===== config.mk =====
export PLATFORM = sky130hd
export DESIGN_NAME = alu_cmd_sequencer
export DESIGN_NICKNAME = d
export VERILOG_FILES = /design/src/rtl/alu_cmd_sequencer.sv
export SDC_FILE = /design/constraint.sdc
export NUM_CORES = 1
export LEC_CHECK = 0
export ABC_AREA = 1
export CAP_MARGIN = 5
export CORE_ASPECT_RATIO = 0.7
export CORE_MARGIN = 8
export CORE_UTILIZATION = 45
export CTS_CLUSTER_SIZE = 12
export DETAILED_ROUTE_END_ITERATION = 8
export DONT_BUFFER_PORTS = 1
export GPL_ROUTABILITY_DRIVEN = 0
export GPL_TIMING_DRIVEN = 0
export PLACE_DENSITY_LB_ADDON = 0.15
export SLEW_MARGIN = 40
export SYNTH_ARGS = -nofsm -noshare
export SYNTH_HDL_FRONTEND = slang
export SYNTH_SLANG_ARGS = --single-unit
export TNS_END_PERCENT = 5

===== constraint.sdc =====
create_clock -name i_clock -period 1.94 [get_ports i_clock]
set_input_delay 0.388 -clock i_clock [delete_from_list [all_inputs] [get_ports i_clock]]
set_output_delay 0.388 -clock i_clock [all_outputs]
set_load 0.02 [all_outputs]

===== src/rtl/alu_cmd_sequencer.sv =====
// -----------------------------------------------------------------------------
// alu_cmd_sequencer
//
// Purpose:
//   Sits between a byte-oriented serial link and a combinational ALU. Three
//   received bytes form one command: operand A, operand B and an opcode. The
//   operands and opcode are held in registers that feed the ALU directly. One
//   cycle after the opcode arrives, the ALU result is captured and sent back
//   over the link, followed by a flag byte {err, 0..., zero, carry}.
//   A stalled command (idle too long between bytes) is abandoned silently.
//   Bytes that arrive while a command is executing or transmitting are
//   dropped and recorded in a sticky overrun flag.
//
// Ports:
//   i_clock      - single rising-edge clock
//   i_reset      - synchronous active-high reset (wins over every other input)
//   i_rx_data    - received byte, valid while i_rx_valid is high
//   i_rx_valid   - one-cycle receive strobe
//   o_a, o_b     - registered ALU operands
//   o_op         - registered ALU opcode
//   i_alu_res    - combinational ALU result
//   i_alu_carry  - combinational ALU carry
//   o_tx_data    - byte offered to the transmitter
//   o_tx_start   - one-cycle request to transmit o_tx_data
//   i_tx_done    - one-cycle strobe: transmitter finished a byte
//   o_busy       - high whenever a command is in progress (state != WAIT_A)
//   o_overrun    - sticky: a received byte was dropped
// -----------------------------------------------------------------------------
module alu_cmd_sequencer #(
    parameter int DATA_WIDTH     = 8,
    parameter int OP_WIDTH       = 6,
    parameter int TIMEOUT_CYCLES = 1000000
) (
    input  logic                  i_clock,
    input  logic                  i_reset,
    input  logic [DATA_WIDTH-1:0] i_rx_data,
    input  logic                  i_rx_valid,
    output logic [DATA_WIDTH-1:0] o_a,
    output logic [DATA_WIDTH-1:0] o_b,
    output logic [OP_WIDTH-1:0]   o_op,
    input  logic [DATA_WIDTH-1:0] i_alu_res,
    input  logic                  i_alu_carry,
    output logic [DATA_WIDTH-1:0] o_tx_data,
    output logic                  o_tx_start,
    input  logic                  i_tx_done,
    output logic                  o_busy,
    output logic                  o_overrun
);

    // -------------------------------------------------------------------------
    // Constants
    // -------------------------------------------------------------------------
    localparam int CNT_W = (TIMEOUT_CYCLES > 1) ? $clog2(TIMEOUT_CYCLES) : 1;
    localparam logic [CNT_W-1:0] CNT_LAST = CNT_W'(TIMEOUT_CYCLES - 1);

    // Accepted opcodes, 6 bits each, packed so they can be walked by index:
    // ADD, SUB, AND, OR, XOR, NOR, SRA, SRL.
    localparam int NUM_OPS = 8;
    localparam logic [NUM_OPS*6-1:0] VALID_OPS = {
        6'b000010,  // SRL
        6'b000011,  // SRA
        6'b100111,  // NOR
        6'b100110,  // XOR
        6'b100101,  // OR
        6'b100100,  // AND
        6'b100010,  // SUB
        6'b100000   // ADD
    };

    typedef enum logic [2:0] {
        WAIT_A,
        WAIT_B,
        WAIT_OP,
        EXEC,
        SEND_RES,
        WAIT_RES,
        SEND_FLG,
        WAIT_FLG
    } state_t;

    // -------------------------------------------------------------------------
    // State and registered outputs
    // -------------------------------------------------------------------------
    state_t                  state_reg;
    logic [DATA_WIDTH-1:0]   a_reg;
    logic [DATA_WIDTH-1:0]   b_reg;
    logic [OP_WIDTH-1:0]     op_reg;
    logic [DATA_WIDTH-1:0]   tx_data_reg;
    logic                    tx_start_reg;
    logic                    busy_reg;
    logic                    overrun_reg;
    logic [CNT_W-1:0]        timeout_cnt_reg;

    // Captured execution results
    logic [DATA_WIDTH-1:0]   res_reg;
    logic                    carry_reg;
    logic                    zero_reg;
    logic                    err_reg;

    // -------------------------------------------------------------------------
    // Opcode decode: one comparator per legal opcode, error if none match
    // -------------------------------------------------------------------------
    logic [NUM_OPS-1:0] op_match;

    generate
        for (genvar gi = 0; gi < NUM_OPS; gi++) begin : g_op_decode
            assign op_match[gi] = (op_reg == OP_WIDTH'(VALID_OPS[gi*6 +: 6]));
        end
    endgenerate

    // Values captured at the end of EXEC. An illegal opcode suppresses the
    // whole result so the host never sees a half-meaningful answer.
    logic                  err_next;
    logic [DATA_WIDTH-1:0] res_next;
    logic                  carry_next;
    logic                  zero_next;

    always_comb begin
        err_next   = ~|op_match;
        res_next   = err_next ? '0 : i_alu_res;
        carry_next = err_next ? 1'b0 : i_alu_carry;
        zero_next  = err_next ? 1'b0 : (i_alu_res == '0);
    end

    // Flag byte: err in the MSB, zero in bit 1, carry in bit 0, rest zero.
    logic [DATA_WIDTH-1:0] flag_byte;

    always_comb begin
        flag_byte               = '0;
        flag_byte[DATA_WIDTH-1] = err_reg;
        flag_byte[1]            = zero_reg;
        flag_byte[0]            = carry_reg;
    end

    // Receive bytes are only meaningful while collecting a command.
    logic rx_accept_state;

    always_comb begin
        rx_accept_state = (state_reg == WAIT_A) ||
                          (state_reg == WAIT_B) ||
                          (state_reg == WAIT_OP);
    end

    // -------------------------------------------------------------------------
    // Sequencer FSM
    // -------------------------------------------------------------------------
    always_ff @(posedge i_clock) begin
        if (i_reset) begin
            state_reg       <= WAIT_A;
            a_reg           <= '0;
            b_reg           <= '0;
            op_reg          <= '0;
            tx_data_reg     <= '0;
            tx_start_reg    <= 1'b0;
            busy_reg        <= 1'b0;
            overrun_reg     <= 1'b0;
            timeout_cnt_reg <= '0;
            res_reg         <= '0;
            carry_reg       <= 1'b0;
            zero_reg        <= 1'b0;
            err_reg         <= 1'b0;
        end else begin
            // o_tx_start is a single-cycle pulse unless a state re-asserts it.
            tx_start_reg <= 1'b0;

            if (i_rx_valid && !rx_accept_state) begin
                overrun_reg <= 1'b1;
            end

            case (state_reg)
                WAIT_A: begin
                    timeout_cnt_reg <= '0;
                    if (i_rx_valid) begin
                        a_reg     <= i_rx_data;
                        busy_reg  <= 1'b1;
                        state_reg <= WAIT_B;
                    end
                end

                // An rx byte in the timeout cycle is still accepted, so the
                // receive check comes before the timeout check.
                WAIT_B: begin
                    if (i_rx_valid) begin
                        b_reg           <= i_rx_data;
                        timeout_cnt_reg <= '0;
                        state_reg       <= WAIT_OP;
                    end else if (timeout_cnt_reg == CNT_LAST) begin
                        timeout_cnt_reg <= '0;
                        busy_reg        <= 1'b0;
                        state_reg       <= WAIT_A;
                    end else begin
                        timeout_cnt_reg <= timeout_cnt_reg + CNT_W'(1);
                    end
                end

                WAIT_OP: begin
                    if (i_rx_valid) begin
                        op_reg          <= i_rx_data[OP_WIDTH-1:0];
                        timeout_cnt_reg <= '0;
                        state_reg       <= EXEC;
                    end else if (timeout_cnt_reg == CNT_LAST) begin
                        timeout_cnt_reg <= '0;
                        busy_reg        <= 1'b0;
                        state_reg       <= WAIT_A;
                    end else begin
                        timeout_cnt_reg <= timeout_cnt_reg + CNT_W'(1);
                    end
                end

                // The ALU has had one full cycle on the new opcode. The result
                // byte and its start pulse are loaded here so they appear
                // during SEND_RES, two cycles after the opcode strobe.
                EXEC: begin
                    res_reg      <= res_next;
                    carry_reg    <= carry_next;
                    zero_reg     <= zero_next;
                    err_reg      <= err_next;
                    tx_data_reg  <= res_next;
                    tx_start_reg <= 1'b1;
                    state_reg    <= SEND_RES;
                end

                SEND_RES: begin
                    state_reg <= WAIT_RES;
                end

                WAIT_RES: begin
                    if (i_tx_done) begin
                        tx_data_reg  <= flag_byte;
                        tx_start_reg <= 1'b1;
                        state_reg    <= SEND_FLG;
                    end
                end

                SEND_FLG: begin
                    state_reg <= WAIT_FLG;
                end

                WAIT_FLG: begin
                    if (i_tx_done) begin
                        timeout_cnt_reg <= '0;
                        busy_reg        <= 1'b0;
                        state_reg       <= WAIT_A;
                    end
                end

                default: begin
                    timeout_cnt_reg <= '0;
                    busy_reg        <= 1'b0;
                    state_reg       <= WAIT_A;
                end
            endcase
        end
    end

    // -------------------------------------------------------------------------
    // Outputs
    // -------------------------------------------------------------------------
    assign o_a        = a_reg;
    assign o_b        = b_reg;
    assign o_op       = op_reg;
    assign o_tx_data  = tx_data_reg;
    assign o_tx_start = tx_start_reg;
    assign o_busy     = busy_reg;
    assign o_overrun  = overrun_reg;

endmodule


**Word level (Yosys, flattened, before mapping)**

Index checks and enable logic that the tools add are counted.

- Register bits after elaboration: 59
- Bits of input ports: 21
- Output and inout port bits: 33
- Word-level logic and storage cells: 75

- $add $sub $neg: 1
- Equal/unequal tests: 21
- Muxes and demuxes: 23
- Reduce and logical (&&, ||, !) cells: 18

Operator list:

| kind | number |
|---|---|
| $mux 20 | 3 |
| $pmux 20 s3 | 1 |
| $eq 6x6->1 const B | 6 |
| $pmux 3 s8 | 1 |
| $add 20x1->20 const B | 1 |
| $eq 20x20->1 const B | 1 |
| $mux 3 | 6 |
| $mux 8 | 2 |
| $pmux 8 s2 | 1 |
| $eq 3x3->1 const B | 4 |
| $eq 6x2->1 const B | 2 |
| $reduce_and 2->1 | 5 |
| $logic_not 8->1 | 1 |
| $ne 2x2->1 const B | 4 |
| $reduce_or 8->1 | 1 |
| $mux 1 | 7 |
| $eq 3x2->1 const B | 2 |
| $reduce_and 5->1 | 1 |
| $eq 3x1->1 const B | 1 |
| $logic_not 3->1 | 1 |
| $pmux 1 s3 | 1 |
| $reduce_and 3->1 | 1 |
| $reduce_bool 3->1 | 1 |
| $logic_not 1->1 | 2 |
| 6 further kinds | 7 |

**Logic depth before layout (Yosys ltp)**

Gate-level depths: netlist (run 1).

- Depth after elaboration: 5
- Mapped depth: 10
- Mapped depth without buffers: 10

**Least setup slack after synthesis (run 1)**

Ideal clock, no wire load.

- Path kind: register -> register
- Start: register timeout_cnt_reg[0]
- End: register timeout_cnt_reg[14]
- Setup time: 0.116 ns
- Data arrival time: 1.233 ns
- Path slack: 0.591 ns
- Stages on the path, launching flop included: 11
- Period minus slack after synthesis: 1.349 ns
- Cell sequence: dfxtp_1 > ha_1 > nand3_2 > nor2_2 > nand2_1 > nor2_1 > nand2_1 > nor2_1 > nand2_1 > nand2_1 > nor2_1

- Word-level cells in the longest chain between the ends: 4
- Elaborated cells on any way between the ends: 5
- Classes of those cells: add/sub (1); eq/ne (1); mux (3)

Ends and longest elaborated chain:

| element | RTL line | text |
|---|---|---|
| start: declaration | 92 | `logic [CNT_W-1:0] timeout_cnt_reg;` |
| start signal: assignment | 192 | `timeout_cnt_reg <= timeout_cnt_reg + CNT_W'(1);` |
| start signal: assignment | 206 | `timeout_cnt_reg <= timeout_cnt_reg + CNT_W'(1);` |
| $add 20x1->20 / $eq 20x20->1 (equally long branches) | -- |  |
| $mux 20 (*) | 187, 201 |  |
| $mux 20 (*) | 197 | `if (i_rx_valid) begin` |
| $pmux 20 s3 (*) | 170 | `case (state_reg)` |

Every way passes the cells marked *; elsewhere a longest branch is shown, timed or not.
A chain may end at the register's enable or synchronous reset.

**Worst setup path after layout (run 1)**

- Start: register op_reg[5], in the netlist o_op[5]
- End: register tx_data_reg[4], in the netlist o_tx_data[4]

- Word-level cells in the longest chain between the ends: 4
- Elaborated cells on any way between the ends: 11
- Classes of those cells: eq/ne (8); mux (2); reduce/logical (1)

Ends and longest elaborated chain:

| element | RTL line | text |
|---|---|---|
| start: declaration | 87 | `logic [OP_WIDTH-1:0] op_reg;` |
| start signal: assignment | 198 | `op_reg <= i_rx_data[OP_WIDTH-1:0];` |
| $eq 6x6->1 / $eq 6x2->1 (equally long branches) | 107 | `assign op_match[gi] = (op_reg == OP_WIDTH'(VALID_OPS[gi*6 +: 6]));` |
| $reduce_or 8->1 (*) | 119 | `err_next = ~\|op_match;` |
| $mux 8 (*) | 120 | `res_next = err_next ? '0 : i_alu_res;` |
| $pmux 8 s2 (*) | 170 |  |
| end signal: assignment | 218 | `tx_data_reg <= res_next;` |
| end signal: assignment | 229 | `tx_data_reg <= flag_byte;` |
| end: declaration | 88 | `logic [DATA_WIDTH-1:0] tx_data_reg;` |

Marked as above.

==> summary.md, run 1 <==
| Metric | Value |
|---|---|
| Outcome | `finished clean` |
| Sequential share of power | `around 51%` |
| Comb pwr share | `about 6.5%` |
| CTS H-tree depth | `3` |
| Yosys top cell area share | `42.1%` |
| VDD IR max | `380 uV` |
| Critical Path AT | `1920 ps` |
| Core area | `~0.006 mm2` |
| ANT nets after route | `0` |
| Max Root-Sink Buffers | `2` |
| CTS tree | `built` |
| CP endpoint kind | `flip-flop` |
| Clock network power share | `43.0%` |
| Number of antenna violations at the first check in global routing | `0` |
| Worst min path class | `in -> reg` |
| CTS clk-pin slew, worst paths | `70 ps` |
| Critical Path Fanout Max | `8` |
| Synth Net Count | `roughly 420` |
| CP max-delay cell | `dfxtp_1` |
| Worst reg2reg endpoint | `o_tx_data[4]` |
| Fin cells | `490` |
| Input/output buffers | `0` |
| Post-synth top area cell | `dfxtp_1` |
| Core Util, Final | `50.7%` |
| Period Utilization, post-route | `84.8%` |
| CP required | `2220 ps` |
| Cell-internal power | `around 1900 uW` |
| First-pass detailed-route iteration total | `4` |
| Post-synthesis cell count | `396` |
| Min Tclk post-route | `approximately 1600 ps` |
| Hold Crit Start | `i_rx_data[3]` |
| Post-DP HPWL | `5280 um` |
| Reg2Reg Depth | `6` |
| Hold path depth | `2` |
| Worst-margin pin slew | `513 ps` |
| Worst-Skew Late Latency | `about 340 ps` |
| Top post-synthesis cells by area | `dfxtp_1 (42%), nor2_1 (13%), nand2_1 (8.4%)` |
| Pleak | `0.00120 uW` |
| Peak Freq | `608 MHz` |
| Die width | `~110 um` |
| Post-synth top cells | `nor2_1 (94), nand2_1 (63), dfxtp_1 (59), inv_1 (31), o21ai_0 (30)` |
| CP top delay family | `simple AND/OR/NAND/NOR gates` |
| First-pass GRT wire length | `about 11,000 um` |
| CTS Hold Bufs | `0` |
| CP cell instances | `a21oi_1 > nor3_1 > nand2_1 > nor2_4 > nand2_1 > a21oi_1` |
| Residual DRC count | `0` |
| Max reg flops | `20` |
| Net Switching | `694 uW` |
| Final setup vio count | `0` |
| Row count | `24` |
| Ys Warns | `0` |
| Max stage delay on crit path | `510 ps` |
| Cell variety after synth | `36` |
| Post-synth EDFFs | `0` |
| Worst setup SP type | `flip-flop` |
| Die footprint | `0.00906 mm2` |
| Worst R2R Setup Slack | `290 ps` |
| Wire length per cell | `14.3 um` |
| Synth Register Bits | `59` |
| Antenna Cells | `0` |
| CTS root buf | `clkbuf_8` |
| Buf/Inv on CP | `0` |
| Vias | `2,548` |
| GR Util All Layers | `approximately 16%` |
| Setup WS pre-CTS | `290 ps` |
| Layout area overhead | `10.7%` |
| Post-CTS sizing | `0` |
| Setup Buffers After CTS | `0` |
| # nets final | `between 400 and 500` |
| # IOs | `54` |
| Share of layout cells above drive strength 1 | `a little under an eighth` |
| Pin count of the biggest net entering global routing | `12` |
| Total CTS buffers | `9` |
| Clock skew | `11.6 ps` |
| Top FF cell, synth | `dfxtp_1` |
| Vias in the first global route | `roughly 2,200` |
| Tot Pwr | `around 2600 uW` |
| Vias per inst | `5.20` |
| Most common cell in the netlist | `nor2_1` |
| Max-cap violations | `0` |
| DIE HEIGHT | `82.1 um` |
| Slew HR | `around 66%` |
| CP Class | `reg -> reg` |
| Total wire length | `7030 um` |
| Net Sw Frac | `about a quarter` |
| Setup TNS | `0 ps` |
| DR iter-0 viols | `between 200 and 250` |
| Mapped Avg Cell Area | `7.08 um2` |
| FFs w/ async S/R, synth | `0%` |
| Slew Limit Fails | `0` |
| Final WS setup | `295 ps` |
| Final hold vios | `0` |
| Pwr per Cell Area | `845 mW/mm2` |
| Reg2Reg Launch Point | `o_op[5]` |
| CTS Sinks | `59` |
| RSZ-0062 raised after global routing | `false` |
| Sequential area share after synthesis | `42.1%` |
| WHS Endpoint | `o_b[3]` |
| Grt ovf | `0` |
| Starting Density | `45.8%` |
| Placed Cells incl. Taps | `474` |
| Post-Synthesis Cell Area | `0.00281 mm2` |
==> worst max path at each step <==
| stage | slack, ps | cells after the start | endpoint | startpoint |
|---|---|---|---|---|
| 2_1_floorplan | 590 | 10 | timeout_cnt_reg[14] | timeout_cnt_reg[0] |
| 3_3_place_gp | 340 | 5 | o_op[4] | i_reset |
| 3_5_place_dp | 290 | 5 | o_a[4] | i_reset |
| 4_1_cts | 310 | 6 | o_tx_data[4] | o_op[5] |
| 5_1_grt | 90 | 6 | o_tx_data[3] | o_op[5] |
| 6_report | 290 | 6 | o_tx_data[4] | o_op[5] |
==> layout make-up <==
cell class | count | area (um2)
Buffer | 9 | 52.6
Clock buffer | 10 | 138
Clock inverter | 6 | 65.1
Fill cell | 652 | 3020
Inverter | 37 | 144
Multi-Input combinational cell | 291 | 1430
Sequential cell | 59 | 1180
Tap cell | 78 | 97.6
==> layout by cell type (no fill, tap or decap), drive strengths merged <==
| master | n |
|---|---|
| nand3 | 28 |
| clkbuf | 14 |
| bufinv | 1 |
| xnor2 | 1 |
| inv | 36 |
| mux2i | 1 |
| and2 | 1 |
| ha | 1 |
| nand4 | 14 |
| nand2 | 70 |
| or2 | 2 |
| a31oi | 3 |
| o21bai | 2 |
| clkinv | 5 |
| a21oi | 24 |
| nor2 | 101 |
| clkinvlp | 1 |
| buf | 5 |
| nor4 | 2 |
| dfxtp | 59 |
| nor3 | 6 |
| o21ai | 32 |
| xor2 | 3 |
==> metal layers <==
layer | track usage [%] | wire length (um)
met5 | 0 | 0
met4 | 6.36 | 69
met3 | 5.88 | 585
met2 | 21.8 | 2830
met1 | 22.4 | 3550
==> cells by family (layout without fill, tap and decap cells) <==
logic type / count (synthesis) / count (layout) / synth area share, %
mux: 1 / 1 / 0.357
flops: 59 / 59 / 42.1
xor+xnor: 4 / 4 / 1.25
compound gates: 61 / 61 / 11.3
buf+inv: 46 / 62 / 7.00
fa+ha+maj: 1 / 1 / 0.446
simple gates: 224 / 224 / 37.5
==> worst reg2reg max path: stages (launching register included) <==
cell,delay [ps]
dfxtp_1,510
a21oi_1,70
nor3_1,410
nand2_1,180
nor2_4,200
nand2_1,90
a21oi_1,120
==> metrics by stage <==
stage / hold WS (ps) / area, um2
global route: 173 / 3110
detailed placement: 465 / 2900
CTS: 164 / 3110
global placement: 459 / 2900
floorplan: 446 / 2810
finish: 180 / 3110
==> power groups by stage <==
stage,registers (uW),clock network [uW],logic (uW)
final,1330,1130,171
after CTS,1330,1150,171
after global placement,1360,0,168
after floorplan,1340,0,134
after global routing,1330,1190,195
after detailed placement,1360,0,170
No activity file was read; power rests on OpenSTA's default activity.
==> inputs of run 2 (changes only) <==
--- a/config.mk
+++ b/config.mk
@@ -5,7 +5,7 @@
 export SDC_FILE = /design/constraint.sdc
 export NUM_CORES = 1
 export LEC_CHECK = 0
-export ABC_AREA = 1
+export ABC_AREA = 0
 export CAP_MARGIN = 5
 export CORE_ASPECT_RATIO = 0.7
 export CORE_MARGIN = 8
==> constraint.sdc (replaced) <==
create_clock -name i_clock -period 1.4 [get_ports i_clock]
set_input_delay 0.28 -clock i_clock [delete_from_list [all_inputs] [get_ports i_clock]]
set_output_delay 0.28 -clock i_clock [all_outputs]
set_load 0.02 [all_outputs]
==> run 2 against run 1 <==
Compared with the run above:
- the run now ends with negative setup slack left
- final area rose by 0.60%
- clock skew fell by 6.2 ps
- area after synthesis fell by 7.5%
- core utilization rose by 4.7 points
- final cell count fell by 17%
- register-to-register slack got worse by 810 ps
==> summary.md, run 2 <==
| Metric | Value |
|---|---|
| Net Sw Frac | `25.6%` |
| Post-synthesis cell count | `~310` |
| Violated checks | `negative setup slack` |
| VDD IR max | `603 uV` |
| Die width | `107 um` |
| Worst setup SP type | `flip-flop` |
| Cell-internal power | `2810 uW` |
| Most frequent cells in the layout | `nand2_1 (53), dfxtp_1 (48), a21oi_1 (32), nor2_1 (32), nand3_1 (18)` |
| Setup WS pre-CTS | `-587 ps` |
| Worst min path class | `in -> reg` |
| CP required | `~1600 ps` |
| Comb pwr share | `8.8%` |
| Pwr per Cell Area | `~1200 mW/mm2` |
| Period Utilization, post-route | `137%` |
| Input/output buffers | `0` |
| Grt ovf | `0` |
| Most common cell after layout, fill and taps aside | `nand2_1` |
| Worst R2R Setup Slack | `-520 ps` |
| Starting Density | `46.0%` |
| RSZ-0062 raised after global routing | `true` |
| Total CTS buffers | `9` |
| Worst reg2reg endpoint | `timeout_cnt_reg[5]` |
| Max-cap violations | `0` |
| Synth Register Bits | `roughly 60` |
| Sequential share of power | `48.1%` |
| Wire length per cell | `16.7 um` |
| CTS tree | `built` |
| Residual DRC count | `0` |
| First-pass detailed-route iteration total | `4` |
| Top post-synthesis cells by area | `dfxtp_1 (46%), nand2_1 (8.1%), a21oi_1 (6.4%)` |
| Max reg flops | `20` |
| Synth Net Count | `334` |
| Layout area overhead | `20.4%` |
| Pleak | `about 0.0011 uW` |
| Setup TNS | `-10,010 ps` |
| Finished Cell Area | `0.00312 mm2` |
| Dpl cell area | `0.00269 mm2` |
| CP endpoint kind | `flip-flop` |
| Worst-Skew Late Latency | `approximately 340 ps` |
| Final hold vios | `0` |
| # IOs | `54` |
| Sequential area share after synthesis | `a little under half` |
| Min Tclk post-route | `1920 ps` |
| Top FF cell, synth | `dfxtp_1` |
| Reg2Reg Depth | `6` |
| Reg2Reg Launch Point | `timeout_cnt_reg[8]` |
| Max Root-Sink Buffers | `2` |
| CTS Sinks | `59` |
| Cell variety after synth | `between 40 and 50` |
| Ys Warns | `0` |
| Slew HR | `59.1%` |
| CP endpoint | `timeout_cnt_reg[5]` |
| Net Switching | `967 uW` |
| Fin cells | `between 400 and 500` |
| GR Util All Layers | `16.7%` |
| Die footprint | `0.00849 mm2` |
| Placed Cells incl. Taps | `387` |
| Vias | `between 2,000 and 2,500` |
| CP Class | `reg -> reg` |
| DIE HEIGHT | `79.5 um` |
| Final WS setup | `-516 ps` |
| Row count | `23` |
| Post-synth top cells | `dfxtp_1 (59), nand2_1 (56), a21oi_1 (33), nor2_1 (33), nand3_1 (19)` |
| Yosys top cell area share | `45.5%` |
| CTS clk-pin slew, worst paths | `60 ps` |
| Clock skew | `5.43 ps` |
| Final setup vio count | `29` |
| Number of antenna violations at the first check in global routing | `0` |
| Tot Pwr | `3780 uW` |
| DR iter-0 viols | `171` |
| Peak Freq | `522 MHz` |
| Clock network power share | `43.2%` |
| Slew Limit Fails | `0` |
| Post-synth EDFFs | `0` |
| CTS H-tree depth | `3` |
| ANT nets after route | `0` |
| First-pass GRT wire length | `11,000 um` |
| Critical Path AT | `between 2000 and 2500 ps` |
| Most common cell in the netlist | `dfxtp_1` |
| FFs w/ async S/R, synth | `0%` |
| Vias in the first global route | `2,083` |
| Antenna Cells | `0` |
| Critical Path Fanout Max | `7` |
| CTS root buf | `clkbuf_8` |
| Pin count of the biggest net entering global routing | `11` |
| Post-synth top area cell | `dfxtp_1` |
| Post-DP HPWL | `4730 um` |
| CTS Hold Bufs | `0` |
| # nets final | `between 300 and 400` |
| Outcome | `finished, violations left` |
| Core area | `0.00564 mm2` |
| Total wire length | `6810 um` |
| Post-Synthesis Cell Area | `0.00259 mm2` |
| Share of layout cells above drive strength 1 | `21.0%` |
| Mapped Avg Cell Area | `8.32 um2` |
| Worst-margin pin slew | `614 ps` |
| CP startpoint | `timeout_cnt_reg[8]` |
| Vias per inst | `around 5.6` |
## run 2: changes by cell type after synthesis, sizes merged, moves of 6 or more
cell and change:
nand4 -6, clkbuf +6, a21oi +10, nor2 -67, inv -29, a22oi +7
o21ai -24, mux2i +7, nand3 -9, nand2 -14
## run 2: worst min path at each step
stage	slack [ps]	startpoint	depth (start not counted)	endpoint
final	70	i_rx_data[1]	2	o_a[1]
after global routing	50	i_rx_data[3]	2	o_a[3]
after CTS	50	i_rx_data[6]	2	o_a[6]
after detailed placement	420	i_rx_data[6]	2	o_a[6]
after global placement	420	i_rx_data[6]	2	o_a[6]
after floorplan	420	i_rx_data[0]	2	o_a[0]
## run 2: timing repair
action / in CTS / in global routing
setup endpoints to repair: 57 / 57
pin swaps: 15 / 9
gates resized for setup: 37 / 18
endpoints found under the hold margin: 0 / 0
gates cloned: 1 / 0
buffers inserted: 2 / 2
## run 2: per-stage QoR
stage,hold WS (ps),util (%)
CTS,52.3,54.1
detailed placement,423,47.8
floorplan,416,-
finish,66.6,55.4
global placement,419,47.8
global route,48.3,55.4
## run 2: area by class of cell
cell class                 count  area [um2]
fill                         549        2520
multi-input combinational    232        1440
sequential                    59        1200
clock buffer                  12         165
buffer                        14         110
tap                           75        93.8
clock inverter                 4        47.5
timing repair buffer           5        37.5
inverter                       7        26.3
## run 2: kinds of logic (layout without fill, tap and decap cells)
kind of cell	count (synthesis)	after routing	share of synthesized area, %
xor+xnor	10	10	3.66
compound gates	62	62	15.0
mux	8	8	3.09
flops	59	59	45.5
simple gates	151	151	28.7
fa+ha+maj	1	1	0.482
buf+inv	21	42	3.57
## run 2: power groups by stage
stage | Clock, uW | Sequential (uW) | Combinational, uW
global route | 1760 | 1820 | 371
detailed placement | 0 | 1850 | 284
global placement | 0 | 1850 | 278
finish | 1630 | 1820 | 331
CTS | 1650 | 1820 | 319
floorplan | 0 | 1840 | 219
## run 2: worst max-delay path, cell delays in order (launching register included)
cell      delay, ps
dfxtp_4         340
or4b_4          540
nor4_4          270
buf_4           180
a211oi_4        110
buf_6           180
a22o_1          180
## run 2: per-layer routing
metal | GRT usage, % | vias to the layer above | routed length (um)
met3 | 7.90 | 10 | 653
li1 | - | 1128 | -
met5 | 0 | - | 0
met4 | 7.55 | 0 | 108
met1 | 22.6 | 1059 | 3260
met2 | 21.5 | 69 | 2780
